**src/rtl/fpa64_result_scoreboard.sv**
```systemverilog
// fpa64_result_scoreboard
//   Checking stage for the 64-bit pipelined FP adder. The expected sum for every
//   operand pair issued to the adder is pushed into a small FIFO. A valid delay
//   line tells us when the matching adder result arrives. On that edge the FIFO
//   head is compared with the result and the pass/fail counts are updated. The
//   first mismatch is captured. done rises after N_TESTS checks.
//
// Ports
//   clk             rising-edge clock
//   rst             asynchronous reset, active-high
//   issue_valid     an operand pair is presented to the adder this edge
//   issue_expected  expected IEEE-754 double sum for that pair
//   result          adder result bus
//   pass_count      number of matching checks (saturating)
//   fail_count      number of mismatching checks (saturating)
//   first_fail_idx  0-based check index of the first mismatch
//   first_fail_got  adder result at the first mismatch
//   first_fail_exp  expected value at the first mismatch
//   overflow        sticky: an issue arrived while the FIFO was full and was dropped
//   underflow       sticky: a result was due while the FIFO was empty
//   done            N_TESTS checks have completed
//   correct         done with no failures, no overflow and no underflow
module fpa64_result_scoreboard #(
  parameter int LATENCY = 3,
  parameter int DEPTH   = 8,
  parameter int N_TESTS = 8,
  parameter int CNT_W   = 8,
  parameter bit ZERO_EQ = 1'b1
) (
  input  logic             clk,
  input  logic             rst,
  input  logic             issue_valid,
  input  logic [63:0]      issue_expected,
  input  logic [63:0]      result,
  output logic [CNT_W-1:0] pass_count,
  output logic [CNT_W-1:0] fail_count,
  output logic [CNT_W-1:0] first_fail_idx,
  output logic [63:0]      first_fail_got,
  output logic [63:0]      first_fail_exp,
  output logic             overflow,
  output logic             underflow,
  output logic             done,
  output logic             correct
);

  // DEPTH is a power of two of at least 2, so the index field of a pointer is never empty.
  localparam int AW = $clog2(DEPTH);
  localparam logic [CNT_W-1:0] CNT_MAX = '1;

  typedef enum logic [1:0] {IDLE, RUN, DONE} state_t;
  state_t state;

  logic [63:0]        mem [DEPTH];
  logic [AW:0]        wr_ptr;
  logic [AW:0]        rd_ptr;
  logic [LATENCY-1:0] dly;

  logic           active;
  logic           due;
  logic           empty;
  logic           full;
  logic           pop;
  logic           push;
  logic           match;
  logic           last_check;
  logic [63:0]    head;
  logic [CNT_W:0] checks;

  assign active = (state != DONE);
  assign due    = dly[LATENCY-1];

  // The extra pointer bit separates the full and empty cases when the index bits are equal.
  assign empty = (wr_ptr == rd_ptr);
  assign full  = (wr_ptr[AW] != rd_ptr[AW]) && (wr_ptr[AW-1:0] == rd_ptr[AW-1:0]);

  // A pop in the same edge frees a slot, so a push into a full FIFO is allowed then.
  assign pop  = active && due && !empty;
  assign push = active && issue_valid && (!full || pop);

  assign head = mem[rd_ptr[AW-1:0]];

  // Optionally +0 and -0 compare equal. All other patterns, NaNs included, need an exact bit match.
  assign match = (head == result) ||
                 (ZERO_EQ && (head[62:0] == 63'd0) && (result[62:0] == 63'd0));

  assign checks     = {1'b0, pass_count} + {1'b0, fail_count};
  assign last_check = pop && (checks == (CNT_W+1)'(N_TESTS - 1));

  assign correct = done && (fail_count == '0) && !overflow && !underflow;

  // Expected-value storage. Every slot is written before it is read, so it has no reset.
  always_ff @(posedge clk) begin
    if (push) begin
      mem[wr_ptr[AW-1:0]] <= issue_expected;
    end
  end

  // Control, delay line, counters and the first-failure capture. Once DONE is reached,
  // pop and push stay low, so everything except the draining delay line is frozen.
  always_ff @(posedge clk or posedge rst) begin
    if (rst) begin
      state          <= IDLE;
      wr_ptr         <= '0;
      rd_ptr         <= '0;
      dly            <= '0;
      pass_count     <= '0;
      fail_count     <= '0;
      first_fail_idx <= '0;
      first_fail_got <= '0;
      first_fail_exp <= '0;
      overflow       <= 1'b0;
      underflow      <= 1'b0;
      done           <= 1'b0;
    end else begin
      dly <= (dly << 1) | LATENCY'(push);

      if (push) begin
        wr_ptr <= wr_ptr + 1'b1;
      end
      if (pop) begin
        rd_ptr <= rd_ptr + 1'b1;
      end

      if (active && issue_valid && full && !pop) begin
        overflow <= 1'b1;
      end
      if (active && due && empty) begin
        underflow <= 1'b1;
      end

      if (pop) begin
        if (match) begin
          if (pass_count != CNT_MAX) begin
            pass_count <= pass_count + CNT_W'(1);
          end
        end else begin
          if (fail_count != CNT_MAX) begin
            fail_count <= fail_count + CNT_W'(1);
          end
          if (fail_count == '0) begin
            first_fail_idx <= checks[CNT_W-1:0];
            first_fail_got <= result;
            first_fail_exp <= head;
          end
        end
      end

      if (last_check) begin
        done <= 1'b1;
      end

      case (state)
        IDLE: begin
          if (last_check) begin
            state <= DONE;
          end else if (issue_valid) begin
            state <= RUN;
          end
        end
        RUN: begin
          if (last_check) begin
            state <= DONE;
          end
        end
        default: state <= DONE;
      endcase
    end
  end

endmodule

```
**config.mk**
```make
export PLATFORM = sky130hd
export DESIGN_NAME = fpa64_result_scoreboard
export DESIGN_NICKNAME = d
export VERILOG_FILES = /design/src/rtl/fpa64_result_scoreboard.sv
export SDC_FILE = /design/constraint.sdc
export NUM_CORES = 1
export LEC_CHECK = 0
export ABC_CLOCK_PERIOD_IN_PS = 10400
export BUFFER_PORTS_ARGS = -buffer_cell sky130_fd_sc_hd__buf_2
export CAP_MARGIN = 20
export CORE_MARGIN = 3
export CORE_UTILIZATION = 45
export DETAILED_ROUTE_END_ITERATION = 6
export SETUP_SLACK_MARGIN = 0.15
export SYNTH_ARGS = -nofsm -noshare
export SYNTH_HDL_FRONTEND = slang
export SYNTH_SLANG_ARGS = --single-unit
```
**constraint.sdc**
```tcl
create_clock -name clk -period 10.4 [get_ports clk]
set_input_delay 1.56 -clock clk [delete_from_list [all_inputs] [get_ports clk]]
set_output_delay 1.56 -clock clk [all_outputs]
set_load 0.05 [all_outputs]
```
==> results of run 1 <==
## metrics by stage
| stage | worst slack [ns] | cells | utilization (%) | hold WS (ns) | total power [mW] |
|---|---|---|---|---|---|
| global placement | 4.54 | 2733 | 49.4 | 0.333 | 6.35 |
| global route | 4.32 | 2860 | 53.0 | 0.362 | 9.13 |
| detailed placement | 4.54 | 2733 | 49.4 | 0.337 | 6.36 |
| finish | 4.43 | 2863 | 53.0 | 0.351 | 8.77 |
| floorplan | 2.91 | 1655 | - | 0.331 | 5.35 |
| CTS | 4.54 | 2859 | 53.0 | 0.350 | 8.83 |
## cell families after synthesis
group	Yosys count	synth area share, %
mux	375	17.3
flops	680	69.1
compound gates	128	3.16
fa+ha+maj	14	0.645
buf+inv	110	2.15
simple gates	275	5.43
xor+xnor	73	2.26
## registers in the layout, indices dropped and copies added (netlist names)
signal	flops
first_fail_exp	64
first_fail_idx	8
fail_count	8
first_fail_got	64
dly	3
underflow	1
wr_ptr	4
mem	512
state	2
rd_ptr	4
overflow	1
done	1
pass_count	8
## worst register-to-register path, cell delays in order, from the launching register on
cell and delay, ns:
dfrtp_4 0.78, buf_4 0.79, nor2b_1 0.85, buf_4 0.34
a22oi_1 0.16, a21oi_1 0.14, o21ai_0 0.09, nor4_1 0.60
nand4_1 0.27, o31ai_4 0.75, nor3b_4 0.12, buf_12 0.27
mux2_4 0.70
## where the power goes
group          internal, mW  leakage [nW]  switching, mW  total (mW)
Combinational         0.978          4.71           1.84        2.82
Sequential             3.31          6.80          0.194        3.50
Clock                  1.45          1.10           1.01        2.46
Total                  5.74          12.6           3.04        8.77
## path summary, 6_finish.rpt
path / startpoint / to
setup reg to reg: rd_ptr[1]$_DFFE_PP0P_ / first_fail_got[52]$_DFFE_PP0P_
max in group asynchronous: rst / rd_ptr[2]$_DFFE_PP0P_
min in group asynchronous: rst / first_fail_got[48]$_DFFE_PP0P_
setup / recovery: rd_ptr[1]$_DFFE_PP0P_ / first_fail_got[52]$_DFFE_PP0P_
hold reg to reg: dly[0]$_DFF_PP0_ / dly[1]$_DFF_PP0_
hold / removal: dly[0]$_DFF_PP0_ / dly[1]$_DFF_PP0_
## final cells by class
class | instances | area share [%]
antenna | 4 | 0.0304
clock buffer | 92 | 5.85
sequential | 680 | 59.5
multi-input combinational | 865 | 24.9
tap | 837 | 3.18
timing repair buffer | 314 | 5.06
inverter | 37 | 0.437
clock inverter | 34 | 0.985
## per-layer routing
layer	GRT usage, %	up-vias	share of wire [%]
met5	0	-	0.075
met4	7.42	8	2.5
met3	5.91	107	8.6
met2	37.3	700	47
met1	32.7	8401	42
li1	-	7169	-
## cells in the mapped netlist (5+ instances only)
| master | number | area (um^2) |
|---|---|---|
| edfxtp_1 | 512 | 15400 |
| dfrtp_1 | 168 | 4200 |
| mux2_2 | 158 | 1780 |
| mux2i_1 | 130 | 1300 |
| mux4_2 | 69 | 1550 |
| nor4_1 | 58 | 363 |
| nand2_1 | 46 | 173 |
| xnor2_1 | 39 | 342 |
| inv_1 | 36 | 135 |
| xor2_1 | 34 | 298 |
| buf_2 | 33 | 165 |
| nor2_1 | 33 | 124 |
| a22oi_1 | 28 | 210 |
| nor3_1 | 25 | 125 |
| nand3_1 | 21 | 105 |
| o21ai_0 | 17 | 85.1 |
| o22ai_1 | 17 | 106 |
| a21oi_1 | 16 | 80.1 |
| nand4_1 | 16 | 100 |
| buf_4 | 15 | 113 |
| mux2_4 | 15 | 225 |
| buf_6 | 13 | 146 |
| ha_1 | 13 | 163 |
| and3_1 | 12 | 75.1 |
| or3_1 | 11 | 68.8 |
| a22o_1 | 7 | 61.3 |
| a31oi_1 | 7 | 43.8 |
| clkbuf_1 | 7 | 26.3 |
| nor3b_1 | 7 | 52.6 |
| or4_1 | 7 | 52.6 |
| nand2b_1 | 6 | 37.5 |
| a221oi_1 | 5 | 43.8 |
| buf_1 | 5 | 18.8 |
| nor4b_1 | 5 | 43.8 |
==> results.py, run 1 <==
metrics = {
    "min_path": {
        "hp-class": "reg2reg",
        "hold_depth": 0,
    },
    "critical_path": {
        "critical-path-max-stage-delay_ns": 0.79,
        "crit_buf_inv": 3,
        "cp_max_fo": 136,
        "crit_chain": "buf_4 > nor2b_1 > buf_4 > a22oi_1 > a21oi_1 > o21ai_0 > nor4_1 > nand4_1 > o31ai_4 > nor3b_4 > buf_12 > mux2_4",
        "rr_worst_depth": 12,
        "worst-r2r-setup-slack_ns": 4.43,
        "path_delay_family": "simple AND/OR/NAND/NOR gates",
        "worstSetupEndpointType": "register",
        "crit_path_start_kind": "register",
        "critical_path_arrival_ns": 6.46,
        "cp_num_cells": 12,
        "path_common_cell": "buf_4",
        "cp_slowest_cell": "nor2b_1",
        "path_class": "reg2reg",
        "critPathRequiredTime_ns": 10.89,
    },
    "drt": {
        "num_vias": 16385,
        "drc": 0,
        "final_antenna_net_count": 0,
        "first_pass_iters": 5,
        "wl_per_cell_um": 27.4,
        "drt_iter0_markers": 1663,
        "route.final.wire_length_um": 78400,
        "via_per_inst": 5.72,
    },
    "floorplanning": {
        "ios": 287,
        "die_w_um": 257,
        "die_area_mm2": 0.0660,
        "coreArea_mm2": 0.0621,
        "die-height_um": 257,
        "initial_core_util_pct": 45.7,
        "rows": 91,
    },
    "timing": {
        "max_freq_mhz": 167,
        "period_minus_slack_ns": 5.97,
        "tightest_slew_ns": 1.12,
        "hold_viol": 0,
        "fin_skew_ns": 0.0343,
        "slew_viol_final": 0,
        "relSlewSlack_pct": 25.1,
        "setup_viol_count_final": 0,
        "post-route-period-util_pct": 57.4,
        "tns_ns": 0,
        "rsz0062_at_grt": "no",
    },
    "clock_network": {
        "clkSinkCount": 680,
        "post_cts_resized": 0,
        "clk_path_buf_depth": 3,
        "cts_hold_buf": 0,
        "numCtsBuffers": 70,
        "cts_tree": "yes",
        "clk_latency_ns": 0.61,
        "clk_pin_slew_ns": 0.06,
        "ctsHtreeMaxLevel": 3,
        "root_buffer": "clkbuf_16",
        "cts_setup_buffers": 0,
    },
    "cells_and_area": {
        "fin_area_mm2": 0.0329,
        "seq_area_mm2": 0.0196,
        "drive_gt1_share_pct": 33.4,
        "nFillCells": 4954,
        "final_nets": 2113,
        "area_delta_synth_final_pct": 16.1,
        "final_common_cell": "edfxtp_1",
        "multi_input_area_mm2": 0.00820,
        "final_cell_mix": "edfxtp_1 (512), buf_2 (286), dfrtp_1 (165)",
    },
    "global_routing": {
        "grt_pass1_vias": 16430,
        "overflow": 0,
        "antenna_found_initial": 12,
        "grt_max_degree": 159,
        "grt_pass1_wl_um": 114000,
        "grt_usage_pct": 23.7,
    },
    "placement": {
        "io_buffer_count": 286,
        "finalWeightedCongestion": 0.865,
        "dp_hpwl_um": 54400,
        "place_area_mm2": 0.0306,
    },
    "synthesis": {
        "synth_seq_cells": 680,
        "synth_edf_count": 512,
        "syn_avg_cell_area_um2": 17.1,
        "ys_seq_area_share_pct": 69.1,
        "synth_fp_nets": 1800,
        "synth_cell_type_count": 69,
        "synth_ff_type": "edfxtp_1",
        "synthesis.area_mm2": 0.0283,
        "postSynth.asyncResetShare_pct": 24.7,
        "yosysWarnings": 0,
        "syn_inst": 1655,
    },
    "run_status": {
        "status": "completed",
    },
    "pwr": {
        "power.leakage_nw": 12.6,
        "p_per_area_mw_per_mm2": 267,
        "ir_worst_vdd_mv": 0.219,
    },
    "flow_run": {
        "cap_viol_max_count": 0,
    },
}
No activity file was read; power rests on OpenSTA's default activity.
==> run 2, diff against run 1 <==
--- a/config.mk
+++ b/config.mk
@@ -5,12 +5,13 @@
 export SDC_FILE = /design/constraint.sdc
 export NUM_CORES = 1
 export LEC_CHECK = 0
-export ABC_CLOCK_PERIOD_IN_PS = 10400
+export ABC_CLOCK_PERIOD_IN_PS = 5440
 export BUFFER_PORTS_ARGS = -buffer_cell sky130_fd_sc_hd__buf_2
 export CAP_MARGIN = 20
 export CORE_MARGIN = 3
 export CORE_UTILIZATION = 45
 export DETAILED_ROUTE_END_ITERATION = 6
+export PLACE_DENSITY = 0.66
 export SETUP_SLACK_MARGIN = 0.15
 export SYNTH_ARGS = -nofsm -noshare
 export SYNTH_HDL_FRONTEND = slang
==> constraint.sdc (replaced) <==
create_clock -name clk -period 5.44 [get_ports clk]
set_input_delay 0.816 -clock clk [delete_from_list [all_inputs] [get_ports clk]]
set_output_delay 0.816 -clock clk [all_outputs]
set_load 0.05 [all_outputs]
==> run 2 against run 1 <==
Compared with the run above:
- clock skew fell by 0.015 ns
- non-clock buffer count grew 16
- critical endpoint is now first_fail_got[46]$_DFFE_PP0P_
- sequential cell count unchanged
- critical path depth is 1 lower
- sequential share of layout area decreased by 0.16 points
- hold slack worse by 0.21 ns
- clock power up 74%
- global-route usage fell by 0.25 points
==> results.py, run 2 (synthesis gave the netlist of run 1 again) <==
metrics = {
    "run_status": {
        "status": "completed",
    },
    "global_routing": {
        "grt_pass1_wl_um": 114000,
        "overflow": 0,
        "antenna_found_initial": 15,
        "grt_pass1_vias": 16616,
        "grt_usage_pct": 23.4,
        "grt_max_degree": 122,
    },
    "critical_path": {
        "worst-r2r-setup-slack_ns": 0.42,
        "worstSetupEndpointType": "register",
        "crit_chain": "buf_12 > mux4_2 > mux2_2 > xnor2_1 > o21ai_0 > nor4_1 > nand4_1 > o31ai_4 > nor3b_4 > buf_12 > mux2_4",
        "critPathRequiredTime_ns": 5.91,
        "path_class": "reg2reg",
        "r2r_end": "first_fail_got[46]$_DFFE_PP0P_",
        "critical-path-max-stage-delay_ns": 1.04,
        "critical_path_arrival_ns": 5.50,
        "rr_worst_depth": 11,
        "crit_path_start_kind": "register",
        "path_common_cell": "buf_12",
        "worstReg2RegStart": "rd_ptr[2]$_DFFE_PP0P_",
        "crit_buf_inv": 2,
        "path_delay_family": "simple AND/OR/NAND/NOR gates",
        "cp_slowest_cell": "dfrtp_4",
        "cp_max_fo": 83,
    },
    "clock_network": {
        "cts_tree": "yes",
        "post_cts_resized": 0,
        "cts_hold_buf": 0,
        "root_buffer": "clkbuf_16",
        "numCtsBuffers": 67,
        "clk_path_buf_depth": 3,
        "cts_setup_buffers": 0,
        "clkSinkCount": 680,
        "clk_pin_slew_ns": 0.06,
        "ctsHtreeMaxLevel": 3,
        "clk_latency_ns": 0.60,
    },
    "flow_run": {
        "cap_viol_max_count": 0,
    },
    "drt": {
        "via_per_inst": 5.78,
        "final_antenna_net_count": 0,
        "drt-met1-wl_um": 31700,
        "wl_per_cell_um": 27.1,
        "drc": 0,
        "wl_met3_um": 6860,
        "num_vias": 16615,
        "first_pass_iters": 5,
        "route.final.wire_length_um": 78100,
        "route.met2.wl_um": 37200,
        "drt_iter0_markers": 1650,
        "highest_layer": "met5",
    },
    "timing": {
        "period_minus_slack_ns": 5.02,
        "post-route-period-util_pct": 92.3,
        "tightest_slew_ns": 0.983,
        "slew_viol_final": 0,
        "max_freq_mhz": 199,
        "rsz0062_at_grt": "no",
        "setup_slack_ns": 0.420,
        "hold_viol": 0,
        "fin_skew_ns": 0.0193,
        "tns_ns": 0,
        "relSlewSlack_pct": 34.4,
        "setup_viol_count_final": 0,
    },
    "cells_and_area": {
        "fin_cells": 2877,
        "drive_gt1_share_pct": 33.8,
        "final_common_cell": "edfxtp_1",
        "largest_reg_flops": 512,
        "area_delta_synth_final_pct": 16.4,
        "nFillCells": 4897,
        "final_nets": 2126,
        "final_cell_mix": "edfxtp_1 (512), buf_2 (286), dfrtp_1 (165)",
        "fin_area_mm2": 0.0330,
    },
    "floorplanning": {
        "die-height_um": 257,
        "rows": 91,
        "ios": 287,
        "die_area_mm2": 0.0660,
        "initial_core_util_pct": 45.7,
        "die_w_um": 257,
        "coreArea_mm2": 0.0621,
    },
    "placement": {
        "place_area_mm2": 0.0309,
        "dpl_worst_slack_ns": 0.566,
        "finalWeightedCongestion": 0.923,
        "dp_hpwl_um": 53800,
        "placed_cells": 2748,
        "io_buffer_count": 286,
    },
    "pwr": {
        "p_per_area_mw_per_mm2": 498,
        "p_total_mw": 16.4,
        "ir_worst_vdd_mv": 0.348,
        "power.leakage_nw": 12.6,
    },
    "min_path": {
        "hp-class": "in2async",
    },
}
## run 2: changes by cell type in the layout (fill, tap and decap cells not counted), moves of 3 or more
cell	before	now
buf_4	26	29
nor3b_4	1	5
clkinvlp_4	1	5
clkbuf_8	5	0
bufinv_16	6	1
buf_12	2	15
clkinvlp_2	0	3
clkbuf_16	72	68
nor3b_2	4	0
## run 2: how the worst max path moves through the flow
stage | endpoint | startpoint | slack (ns) | cells after the start
floorplan | mem[2][0]$_DFFE_PP_ | rd_ptr[2]$_DFFE_PP0P_ | 0.17 | 12
global placement | first_fail_got[46]$_DFFE_PP0P_ | rd_ptr[2]$_DFFE_PP0P_ | 0.63 | 11
detailed placement | first_fail_got[47]$_DFFE_PP0P_ | rd_ptr[2]$_DFFE_PP0P_ | 0.57 | 11
CTS | first_fail_got[46]$_DFFE_PP0P_ | rd_ptr[2]$_DFFE_PP0P_ | 0.56 | 11
global route | first_fail_got[46]$_DFFE_PP0P_ | rd_ptr[2]$_DFFE_PP0P_ | 0.41 | 11
finish | first_fail_got[46]$_DFFE_PP0P_ | rd_ptr[2]$_DFFE_PP0P_ | 0.42 | 11
## run 2: cell type report
| type | count | area [um^2] | share of cell area, % |
|---|---|---|---|
| clock inverter | 41 | 263 | 0.796 |
| multi-input combinational | 865 | 8240 | 25.0 |
| inverter | 37 | 143 | 0.432 |
| clock buffer | 81 | 1750 | 5.30 |
| tap | 837 | 1050 | 3.17 |
| timing repair buffer | 330 | 1950 | 5.91 |
| antenna | 6 | 15.0 | 0.0455 |
| sequential | 680 | 19600 | 59.4 |
## run 2: through the flow
step	hold slack (ns)	util (%)
global route	0.124	53.2
finish	0.140	53.2
global placement	0.334	49.9
CTS	0.352	53.1
detailed placement	0.339	49.9
floorplan	0.331	-
## run 2: report_power, final
group          switching (mW)  internal, mW  leakage (nW)
combinational            3.36          1.99          4.85
sequential              0.490          6.31          6.80
clock                    1.92          2.36         0.964
## run 2: worst register-to-register path, stage by stage, from the launching register on
cell	delay (ns)
dfrtp_4	1.04
buf_12	0.40
mux4_2	0.39
mux2_2	0.31
xnor2_1	0.26
o21ai_0	0.16
nor4_1	0.84
nand4_1	0.28
o31ai_4	0.38
nor3b_4	0.11
buf_12	0.22
mux2_4	0.51
## run 2: layer usage
metal,vias to the layer above,global-route usage [%]
li1,7194,-
met1,8509,31.5
met2,768,37.9
met3,132,5.52
met4,12,7.76
met5,-,0
